## src/rtl/cic_pkg.sv

```systemverilog
// Shared CIC definitions: rate/phase type, default decimation rate and the
// output-register state encoding used by the decimation scheduler.
package cic_pkg;

  localparam int RATE_BITS = 8;
  localparam int WORD_BITS = 29;

  typedef logic [RATE_BITS-1:0] rate_t;

  // Also consumed by the gain-compensation logic, so keep it a package constant.
  localparam rate_t DEFAULT_RATE = rate_t'(8);

  typedef enum logic {
    EMPTY = 1'b0,
    FULL  = 1'b1
  } out_state_e;

  // Rate 0 is meaningless for a decimator; treat it as pass-through.
  function automatic rate_t clamp_rate(input rate_t r);
    return (r == '0) ? rate_t'(1) : r;
  endfunction

endpackage

```

## src/rtl/cic_rate_ctrl.sv

```systemverilog
// Decimation-rate control: captures requested rates into a pending register
// and commits them to the active rate only at a decimation-phase boundary.
module cic_rate_ctrl
  import cic_pkg::*;
#(
  parameter int RateBits    = RATE_BITS,
  parameter int DefaultRate = int'(DEFAULT_RATE)
) (
  input  logic                clk,
  input  logic                rst,
  input  logic [RateBits-1:0] rate_in,
  input  logic                rate_load,
  input  logic                boundary,
  output logic [RateBits-1:0] rate_active
);

  localparam logic [RateBits-1:0] RateOne   = {{(RateBits-1){1'b0}}, 1'b1};
  localparam logic [RateBits-1:0] RateReset = DefaultRate[RateBits-1:0];

  logic [RateBits-1:0] pending_rate;
  logic                pending_valid;
  logic [RateBits-1:0] rate_in_clamped;
  logic [RateBits-1:0] next_rate;
  logic                next_valid;

  // A load in the same cycle as a boundary wins over the older pending value.
  always_comb begin
    rate_in_clamped = (rate_in == '0) ? RateOne : rate_in;
    next_rate       = rate_load ? rate_in_clamped : pending_rate;
    next_valid      = rate_load | pending_valid;
  end

  always_ff @(posedge clk) begin
    if (rst) begin
      rate_active   <= RateReset;
      pending_rate  <= '0;
      pending_valid <= 1'b0;
    end else if (boundary && next_valid) begin
      rate_active   <= next_rate;
      pending_valid <= 1'b0;
    end else if (rate_load) begin
      pending_rate  <= rate_in_clamped;
      pending_valid <= 1'b1;
    end
  end

endmodule

```

## src/rtl/cic_decimation_scheduler.sv

```systemverilog
// Sequencer between CIC integrators and comb chain: keeps every R-th sample,
// hands it over with valid/ready, and counts samples lost to backpressure.
//
// state | meaning
// EMPTY | no word held, out_valid low
// FULL  | decimated word held on out until out_ready transfers it
module cic_decimation_scheduler
  import cic_pkg::*;
#(
  parameter int WordLengthBits = WORD_BITS,
  parameter int RateBits       = RATE_BITS,
  parameter int DefaultRate    = int'(DEFAULT_RATE)
) (
  input  logic                      clk,
  input  logic                      rst,
  input  logic [WordLengthBits-1:0] in,
  input  logic                      in_valid,
  input  logic [RateBits-1:0]       rate_in,
  input  logic                      rate_load,
  input  logic                      flush,
  output logic [WordLengthBits-1:0] out,
  output logic                      out_valid,
  input  logic                      out_ready,
  output logic [RateBits-1:0]       rate_active,
  output logic [RateBits-1:0]       phase,
  output logic                      overrun,
  output logic [7:0]                drop_count
);

  out_state_e state;
  logic       wrap;
  logic       boundary;
  logic       xfer;

  always_comb begin
    wrap     = in_valid & ~flush & (phase == rate_active - 1'b1);
    boundary = flush | wrap | ((phase == '0) & ~in_valid);
    xfer     = out_valid & out_ready;
  end

  cic_rate_ctrl #(
    .RateBits    (RateBits),
    .DefaultRate (DefaultRate)
  ) u_rate_ctrl (
    .clk         (clk),
    .rst         (rst),
    .rate_in     (rate_in),
    .rate_load   (rate_load),
    .boundary    (boundary),
    .rate_active (rate_active)
  );

  always_ff @(posedge clk) begin
    if (rst) begin
      phase <= '0;
    end else if (flush) begin
      phase <= '0;
    end else if (in_valid) begin
      phase <= wrap ? '0 : phase + 1'b1;
    end
  end

  // Integrators cannot be stalled, so a blocked decimated word is dropped
  // rather than back-pressured; the held word always stays stable.
  always_ff @(posedge clk) begin
    if (rst) begin
      state      <= EMPTY;
      out        <= '0;
      out_valid  <= 1'b0;
      overrun    <= 1'b0;
      drop_count <= '0;
    end else begin
      overrun <= 1'b0;
      if (flush) begin
        state     <= EMPTY;
        out_valid <= 1'b0;
      end else begin
        case (state)
          EMPTY: begin
            if (wrap) begin
              out       <= in;
              out_valid <= 1'b1;
              state     <= FULL;
            end
          end
          FULL: begin
            if (wrap && xfer) begin
              out <= in;
            end else if (xfer) begin
              out_valid <= 1'b0;
              state     <= EMPTY;
            end else if (wrap) begin
              overrun <= 1'b1;
              if (drop_count != 8'hFF) drop_count <= drop_count + 8'd1;
            end
          end
          default: begin
            state     <= EMPTY;
            out_valid <= 1'b0;
          end
        endcase
      end
    end
  end

endmodule

```

## config.mk

```make
export PLATFORM = sky130hd
export DESIGN_NAME = cic_decimation_scheduler
export DESIGN_NICKNAME = d
export VERILOG_FILES = /design/src/rtl/cic_pkg.sv /design/src/rtl/cic_rate_ctrl.sv /design/src/rtl/cic_decimation_scheduler.sv
export SDC_FILE = /design/constraint.sdc
export NUM_CORES = 1
export LEC_CHECK = 0
export CORE_ASPECT_RATIO = 1.2
export CORE_MARGIN = 4
export CORE_UTILIZATION = 25
export CTS_BUF_LIST = sky130_fd_sc_hd__clkbuf_8
export CTS_CLUSTER_DIAMETER = 150
export CTS_CLUSTER_SIZE = 25
export DETAILED_ROUTE_END_ITERATION = 7
export GPL_TIMING_DRIVEN = 0
export PLACE_DENSITY = 0.45
export SKIP_CTS_REPAIR_TIMING = 1
export SKIP_LAST_GASP = 1
export SYNTH_ARGS = -nofsm -noshare
export SYNTH_HDL_FRONTEND = slang
export SYNTH_SLANG_ARGS = --single-unit
```

## constraint.sdc

```tcl
create_clock -name clk -period 4.4 [get_ports clk]
set_input_delay 0.66 -clock clk [delete_from_list [all_inputs] [get_ports clk]]
set_output_delay 0.66 -clock clk [all_outputs]
set_load 0.02 [all_outputs]
```

==> summary.txt, run 1 <==
Floorplanning
  – Die Span X: 109 µm
  – Core Rows: 44
  – Die footprint: 14100 µm²
  – Core area: roughly 12000 µm²
  – Die height: 129 µm
  – Initial cell density of the core: 25.4%
  – Num ports: slightly below 100

Pwr
  – PD cells: 288 nW/µm²
  – Max IR drop VDD: 0.000159 V
  – P_leak: 1.55 nW

CTS
  – Clock Path Buffers: 2
  – TritonCTS clock tree: built
  – Clk pin slew, worst setup/hold paths: 0.06 ns
  – CTS Buf Count: 9
  – Skew-Pair Late Insertion Delay: between 0.3 and 0.4 ns
  – CTS Root Cell: clkbuf_8
  – CTS Sinks: 65
  – Htree depth: 3

Cells and area
  – Diode count: 0
  – Commonest non-fill, non-tap cell in the layout: clkdlybuf4s50_1
  – Fill cells: 1224
  – Layout Cells excl Fill: 587
  – Multi-input logic area: 1650 µm²
  – Layout cell share with drive strength beyond 1: 7.51%
  – Final net count: 468
  – Post-layout util: 36.6%
  – Fin area: 4410 µm²
  – Register Area: ~1300 µm²
  – Area delta synth->final: 44.2%
  – Most frequent cells in the layout: clkdlybuf4s50_1, dfxtp_1, nor2_1, mux2i_1, nand2b_1

Logic synthesis
  – Mapped Nets: between 300 and 400
  – Post-Syn Area: 3060 µm²
  – YS warnings: 0
  – Synth Flop Type: dfxtp_1
  – FFs w/ async S/R, synth: 0%
  – EDFF count, synth: 0
  – Area leader, netlist: dfxtp_1
  – Post-synthesis cell type count: 47
  – Syn Area/Cell: 9.73 µm²
  – Sequential share of the synthesized area: 42.6%
  – Yosys reg bits: 65
  – Top cells by area in the synthesized netlist: dfxtp_1, mux2i_1, nor2_1
  – Synth top area share: 42.6%
  – Gate Count Post-Synth: 314

STA
  – Final worst slack: 1.36 ns
  – Final Hold Viols: 0
  – Final setup skew: 0.00981 ns
  – Relative slew margins: about a third
  – Crit path time final: 3.04 ns
  – Setup violations, final: 0
  – Slew Viols, Final: 0
  – Unrepaired setup endpoints after global routing: no
  – Post-route clock period utilization: 69.2%
  – Max Freq: 0.328 GHz
  – TNS Setup: 0 ns
  – Worst-margin pin slew: slightly below 1 ns

Routing
  – Vias after detailed routing: 2613
  – Initial DRT Pass Iterations: 4
  – Drt initial violations: 63
  – DR vias/cell: 4.45
  – Routed wire length: 8.23 mm
  – Final ANT Viol Nets: 0
  – Residual DRC: 0
  – DR WL/cell: around 14 µm

Placed design
  – Placement Cell Area: 4220 µm²
  – HPWL Detailed: about 6.2 mm
  – Gpl congestion: around 0.70
  – I/O Buffers: 96
  – Placed Cells: 571
  – Post-Place Setup Slack: around 1.0 ns

Setup path
  – Startpoint types: input pin
  – Crit path buffers/inverters: 1
  – Worst setup EP type: flop
  – CP max FO: 10
  – Critical Path Slowest Stage Cell: clkdlybuf4s50_1
  – Family with the most delay on the worst path: simple AND/OR/NAND/NOR gates
  – Worst path cell trace: clkdlybuf4s50_1 -> nand2b_1 -> nor4_1 -> o2111ai_1 -> a21oi_2 -> and3_1 -> mux2_1
  – WS Path Type: input pin to flop
  – Worst endpoint required time: around 4.6 ns
  – Critical Path AT: around 3.3 ns
  – Worst path max stage delay: 0.59 ns

Global route
  – Vias in the first global route: 2705
  – Global-route wire length before repair: around 14 mm
  – Tot GR Track Use: approximately 13%
  – Remaining global-route overflow: 0
  – Largest net degree at the start of global routing: 11
  – Initial antenna violation count: 0

Run status
  – Status: finished clean

Min path
  – Hold Path Class: flop to flop

Flow run
  – MaxCap Viol Count: 0
[cell families after synthesis]
logic type	count (synthesis)	synth area share (%)
buffers and inverters	22	3.48
adders and majority gates	4	1.64
and+or+nand+nor	129	22.8
xor gates and xnor gates	16	5.08
AOI/OAI and AO/OA	28	7.82
muxes	50	16.6
DFF	65	42.6
[synthesized netlist by cell type, types with 3 or more instances]
master    instances
nor4_1            4
nor2b_1           6
dfxtp_1          65
a311oi_1          3
nand2_1           7
nand2b_1         19
nand4_1           4
ha_1              4
mux2i_1          45
o21ai_0           3
a211oi_1          8
nor2_1           48
and3b_1           6
and3_1            5
inv_1             6
mux2_1            5
and2_1            3
nand3_1           5
xor2_1            6
nor2_2            7
xnor2_1           9
nor3_1            4
clkbuf_1         11
[metrics by stage]
| stage | power [W] | hold slack, ns |
|---|---|---|
| after floorplan | 0.000713 | 0.444 |
| after global placement | 0.000790 | 0.459 |
| after detailed placement | 0.000791 | 0.468 |
| after CTS | 0.00129 | 0.479 |
| after global routing | 0.00133 | 0.502 |
| final | 0.00127 | 0.470 |
[layer usage]
layer | GRT usage, % | share of wire [%]
met1 | 14.9 | 43
met2 | 20.1 | 47
met3 | 4.58 | 7.4
met4 | 5.79 | 2.0
met5 | 0 | 0
[worst register-to-register path, stage by stage, from the launching register on]
cell	delay (ns)
dfxtp_1	0.46
inv_1	0.08
ha_1	0.31
xnor2_1	0.12
nor4_1	0.42
o2111ai_1	0.32
a21oi_2	0.49
and3_1	0.26
mux2_1	0.32
[registers in the layout (all words and copies together) (netlist names)]
name and cells:
phase 8, overrun 1, out 29, u_rate_ctrl.pending_valid 1, drop_count 8, u_rate_ctrl.rate_active 8
state 1, out_valid 1, u_rate_ctrl.pending_rate 8
[report_power, final]
part	switching, W	internal [W]	leakage, nW
Clock	0.000224	0.000269	0.110
Sequential	0.0000143	0.000600	0.526
Combinational	0.0000726	0.0000885	0.910
Total	0.000311	0.000957	1.55
[path summary, 6_finish.rpt]
kind	slack (ns)	end	cells past startpoint	from
setup / recovery	1.36	drop_count[3]	7	flush
hold / removal	0.47	u_rate_ctrl.pending_rate[3]	2	u_rate_ctrl.pending_rate[3]
hold reg to reg	0.47	u_rate_ctrl.pending_rate[3]	2	u_rate_ctrl.pending_rate[3]
setup reg to reg	1.52	drop_count[3]	8	u_rate_ctrl.rate_active[0]
[final cells by class]
cell class,count,share of cell area (%)
Buffer,16,1.90
Clock buffer,10,3.12
Clock inverter,6,1.16
Inverter,6,0.511
Multi-Input combinational cell,227,37.4
Sequential cell,65,29.5
Tap cell,161,4.57
Timing Repair Buffer,96,21.8
No activity file was read; power rests on OpenSTA's default activity.
==> run 2: changes to the inputs <==
Clock period 4.4 ns to 3 ns, I/O delays scaled along.
==> summary.txt, run 2 (synthesized netlist as in run 1, its figures left out) <==
Routing
  – Routed wire length: 8.24 mm
  – Vias after detailed routing: 2610
  – Initial DRT Pass Iterations: 5
  – Final ANT Viol Nets: 0
  – DR vias/cell: 4.45
  – Residual DRC: 0
  – DR WL/cell: 14.0 µm
  – Drt initial violations: 58

Global route
  – Vias in the first global route: between 2000 and 3000
  – Tot GR Track Use: 12.5%
  – Largest net degree at the start of global routing: 11
  – Initial antenna violation count: 0
  – Global-route wire length before repair: approximately 14 mm
  – Remaining global-route overflow: 0

CTS
  – Skew-Pair Late Insertion Delay: 0.35 ns
  – TritonCTS clock tree: built
  – CTS Buf Count: 9
  – Htree depth: 3
  – Clk pin slew, worst setup/hold paths: 0.07 ns
  – CTS Root Cell: clkbuf_8
  – CTS Sinks: 65
  – Clock Path Buffers: 2

Setup path
  – Worst path cell trace: inv_1 -> ha_1 -> xnor2_1 -> nor4_2 -> o2111ai_2 -> a21oi_2 -> and3_1 -> mux2_1
  – Startpoint types: flop
  – CP max FO: 10
  – WS Path Type: flop to flop
  – R2R Path Start: u_rate_ctrl.rate_active[0]
  – Family with the most delay on the worst path: compound AO/OA/AOI/OAI gates
  – Crit path buffers/inverters: 1
  – Critical Path Slowest Stage Cell: dfxtp_1
  – Worst endpoint required time: around 3.2 ns
  – Critical Path AT: about 3 ns
  – Worst setup EP type: flop
  – Worst path max stage delay: 0.46 ns
  – Crit path launch: u_rate_ctrl.rate_active[0]

Placed design
  – I/O Buffers: 96
  – HPWL Detailed: 6.25 mm
  – Gpl congestion: 0.698

Floorplanning
  – Die Span X: 109 µm
  – Die height: between 100 and 150 µm
  – Core area: 12100 µm²
  – Die footprint: 14100 µm²
  – Core Rows: 44
  – Initial cell density of the core: roughly 25%
  – Num ports: 98

STA
  – Final setup skew: about 0.010 ns
  – Slew Viols, Final: 0
  – Worst hold margin: 0.470 ns
  – Worst-margin pin slew: between 0.9 and 1 ns
  – Relative slew margins: 34.4%
  – Setup violations, final: 0
  – Crit path time final: 2.72 ns
  – Max Freq: 0.368 GHz
  – Unrepaired setup endpoints after global routing: no
  – Post-route clock period utilization: 90.5%
  – Final Hold Viols: 0

Pwr
  – Switch share: roughly 25%
  – PD cells: 422 nW/µm²
  – P_leak: 1.55 nW
  – Comb pwr share: 12.8%
  – Clk network pwr share: approximately 39%
  – Sw Pwr: 0.000460 W
  – Int Power: between 0.001 and 0.0015 W
  – Seq pwr share: 48.3%
  – Total Power: approximately 0.0019 W
  – Max IR drop VDD: 0.000234 V

Cells and area
  – Most flop-heavy register: out
  – Diode count: 0
  – Most frequent cells in the layout: clkdlybuf4s50_1, dfxtp_1, nor2_1, mux2i_1, nand2b_1
  – Final net count: between 400 and 500
  – Commonest non-fill, non-tap cell in the layout: clkdlybuf4s50_1
  – Area delta synth->final: 44.6%
  – Layout cell share with drive strength beyond 1: 7.98%
  – Max reg flops: 29
  – Fill cells: between 1000 and 1500

Min path
  – Hold Path Class: flop to flop
  – Min-delay src: u_rate_ctrl.pending_rate[3]

Flow run
  – MaxCap Viol Count: 0

Run status
  – Status: finished clean
-- run 2: changes by cell type in the layout (fill, tap and decap cells not counted) --
cell / change
o2111ai_2: +1
o2111ai_1: -1
nor4_2: +1
nor4_1: -1
-- run 2: stage by stage --
step	cell area [µm²]	worst slack (ns)	TNS, ns	instances	utilization, %
after floorplan	3060	0.436	0	314	-
after global placement	4220	-0.148	-1.77	571	35.0
after detailed placement	4220	-0.155	-2.16	571	35.0
after CTS	4410	0.118	0	587	36.6
after global routing	4420	0.0780	0	587	36.7
final	4420	0.284	0	587	36.7
-- run 2: layout make-up --
class                           count  area [µm²]  share of cell area (%)
Inverter                            6        22.5                   0.509
Clock buffer                       10         138                    3.11
Timing Repair Buffer               96         961                    21.7
Sequential cell                    65        1300                    29.4
Multi-Input combinational cell    227        1660                    37.6
Buffer                             16        83.8                    1.90
Tap cell                          161         201                    4.56
Clock inverter                      6        51.3                    1.16
-- run 2: metal layers --
metal / track usage, % / wire length [µm] / vias to the layer above
met5: 0 / 0 / -
met4: 5.79 / 166 / 0
met3: 4.58 / 614 / 11
met2: 20.1 / 3870 / 69
met1: 14.9 / 3580 / 1215
li1: - / - / 1315
-- run 2: path summary, 6_finish.rpt --
kind	endpoint	slack (ns)	cells after the start
hold / removal	u_rate_ctrl.pending_rate[3]	0.47	2
setup reg to reg	drop_count[3]	0.28	8
hold reg to reg	u_rate_ctrl.pending_rate[3]	0.47	2
setup / recovery	drop_count[3]	0.28	8
-- run 2: power groups by stage --
stage | registers, W | clock network [W] | logic [W]
6_report | 0.000901 | 0.000724 | 0.000239
5_1_grt | 0.000904 | 0.000795 | 0.000261
4_1_cts | 0.000901 | 0.000757 | 0.000240
3_5_place_dp | 0.000921 | 0 | 0.000240
3_3_place_gp | 0.000921 | 0 | 0.000237
2_1_floorplan | 0.000927 | 0 | 0.000118
-- run 2: worst min-delay path, cell delays in order, from the launching register on --
cell	delay (ns)
dfxtp_1	0.30
nand2b_1	0.06
mux2i_1	0.06
==> run 3: changes to the inputs <==
Settings changed: CORE_MARGIN 4 to 3, CORE_UTILIZATION 25 to 40, PLACE_DENSITY 0.45 to 0.67.
==> summary.txt, run 3 (synthesized netlist as in run 1, its figures left out) <==
Run status
  – Status: finished clean

Floorplanning
  – Die Span X: 85.8 µm
  – Initial cell density of the core: between 40 and 50%
  – Die footprint: 8730 µm²
  – Num ports: 98
  – Core area: 7360 µm²
  – Core Rows: 34
  – Die height: 102 µm

STA
  – Slew Viols, Final: 0
  – Final Hold Viols: 0
  – Setup violations, final: 0
  – Unrepaired setup endpoints after global routing: no
  – Relative slew margins: 34.1%
  – Final setup skew: 0.00728 ns
  – Crit path time final: 2.69 ns
  – Max Freq: 0.371 GHz
  – Worst-margin pin slew: 0.982 ns
  – TNS Setup: 0 ns
  – Post-route clock period utilization: approximately 90%

Setup path
  – Worst path cell trace: inv_1 -> ha_1 -> xnor2_1 -> nor4_2 -> o2111ai_2 -> a21o_1 -> nor4bb_1 -> mux2_1
  – Worst endpoint required time: 3.24 ns
  – CP max FO: 7
  – Critical Path AT: approximately 3 ns
  – R2R setup slack: 0.31 ns
  – Worst setup EP type: flop
  – R2R Path Start: u_rate_ctrl.rate_active[0]
  – Crit path launch: u_rate_ctrl.rate_active[0]
  – Startpoint types: flop
  – Critical Path Slowest Stage Cell: dfxtp_1
  – Worst path max stage delay: 0.47 ns
  – Family with the most delay on the worst path: simple AND/OR/NAND/NOR gates
  – WS Path Type: flop to flop
  – Crit path buffers/inverters: 1

Global route
  – Initial antenna violation count: 0
  – Vias in the first global route: 2591
  – Largest net degree at the start of global routing: 13
  – Remaining global-route overflow: 0
  – Global-route wire length before repair: roughly 13 mm
  – Tot GR Track Use: a little under a fifth

Routing
  – Residual DRC: 0
  – Initial DRT Pass Iterations: 4
  – Final ANT Viol Nets: 0
  – Routed wire length: 7.69 mm
  – Vias after detailed routing: 2605
  – DR vias/cell: 5.05
  – DR WL/cell: roughly 15 µm
  – Drt initial violations: between 80 and 90

CTS
  – Clock Path Buffers: 2
  – Htree depth: 3
  – CTS Buf Count: 9
  – CTS Root Cell: clkbuf_8
  – Clk pin slew, worst setup/hold paths: 0.07 ns
  – TritonCTS clock tree: built
  – CTS Sinks: 65
  – Skew-Pair Late Insertion Delay: 0.35 ns

Placed design
  – HPWL Detailed: 5.75 mm
  – Placed Cells: 500
  – I/O Buffers: 96
  – Gpl congestion: ~0.85

Cells and area
  – Diode count: 0
  – Post-layout util: 59.7%
  – Final net count: 468
  – Commonest non-fill, non-tap cell in the layout: clkdlybuf4s50_1
  – Fill cells: 660
  – Layout Cells excl Fill: 516
  – Layout cell share with drive strength beyond 1: 8.69%
  – Most frequent cells in the layout: clkdlybuf4s50_1, dfxtp_1, nor2_1, mux2i_1, nand2b_1
  – Area delta synth->final: 43.8%
  – Max reg flops: 29
  – Most flop-heavy register: out

Pwr
  – P_leak: 1.56 nW
  – Max IR drop VDD: 0.000263 V
  – PD cells: roughly 470 nW/µm²

Min path
  – Hold Path Class: flop to flop
  – Min-delay src: u_rate_ctrl.pending_rate[3]

Flow run
  – MaxCap Viol Count: 0
run 3: final cells by class:
class	count	area, µm²	share of cell area [%]
multi-input cells	227	1660	37.8
flip-flops and latches	65	1300	29.6
repair buffers	96	961	21.9
clock buffers	10	138	3.13
clock inverters	6	114	2.59
well taps	90	113	2.56
plain buffers	16	83.8	1.91
inverters	6	22.5	0.513
run 3: stage by stage:
step,area (µm²),total power [W],setup slack (ns),hold slack (ns)
after CTS,4380,0.00210,0.232,0.473
after global routing,4390,0.00216,0.0829,0.503
after floorplan,3060,0.00105,0.436,0.444
after detailed placement,4130,0.00116,0.0000444,0.458
final,4390,0.00208,0.306,0.468
after global placement,4130,0.00115,0.0454,0.456
run 3: per-layer routing:
layer | routed length [µm] | share of wire [%] | GRT usage [%]
met1 | 3350 | 44 | 22.7
met4 | 180 | 2.3 | 9.26
met2 | 3770 | 49 | 29.6
met5 | 0 | 0 | 0
met3 | 390 | 5.1 | 4.56
run 3: worst paths after layout:
| check | end | depth (start not counted) |
|---|---|---|
| worst max register to register | drop_count[6] | 8 |
| worst min register to register | u_rate_ctrl.pending_rate[3] | 2 |
| worst max-delay path | drop_count[6] | 8 |
| worst min-delay path | u_rate_ctrl.pending_rate[3] | 2 |
run 3: where the power goes:
group	switching (W)	internal (W)	total, W	leakage (nW)
Clock	0.000366	0.000577	0.000943	0.119
Sequential	0.0000208	0.000879	0.000900	0.526
Combinational	0.000109	0.000130	0.000239	0.911
Total	0.000496	0.00159	0.00208	1.56
run 3: tightest hold or removal path, stage by stage (launching register included):
cell and delay, ns:
dfxtp_1 0.31, nand2b_1 0.06, mux2i_1 0.06
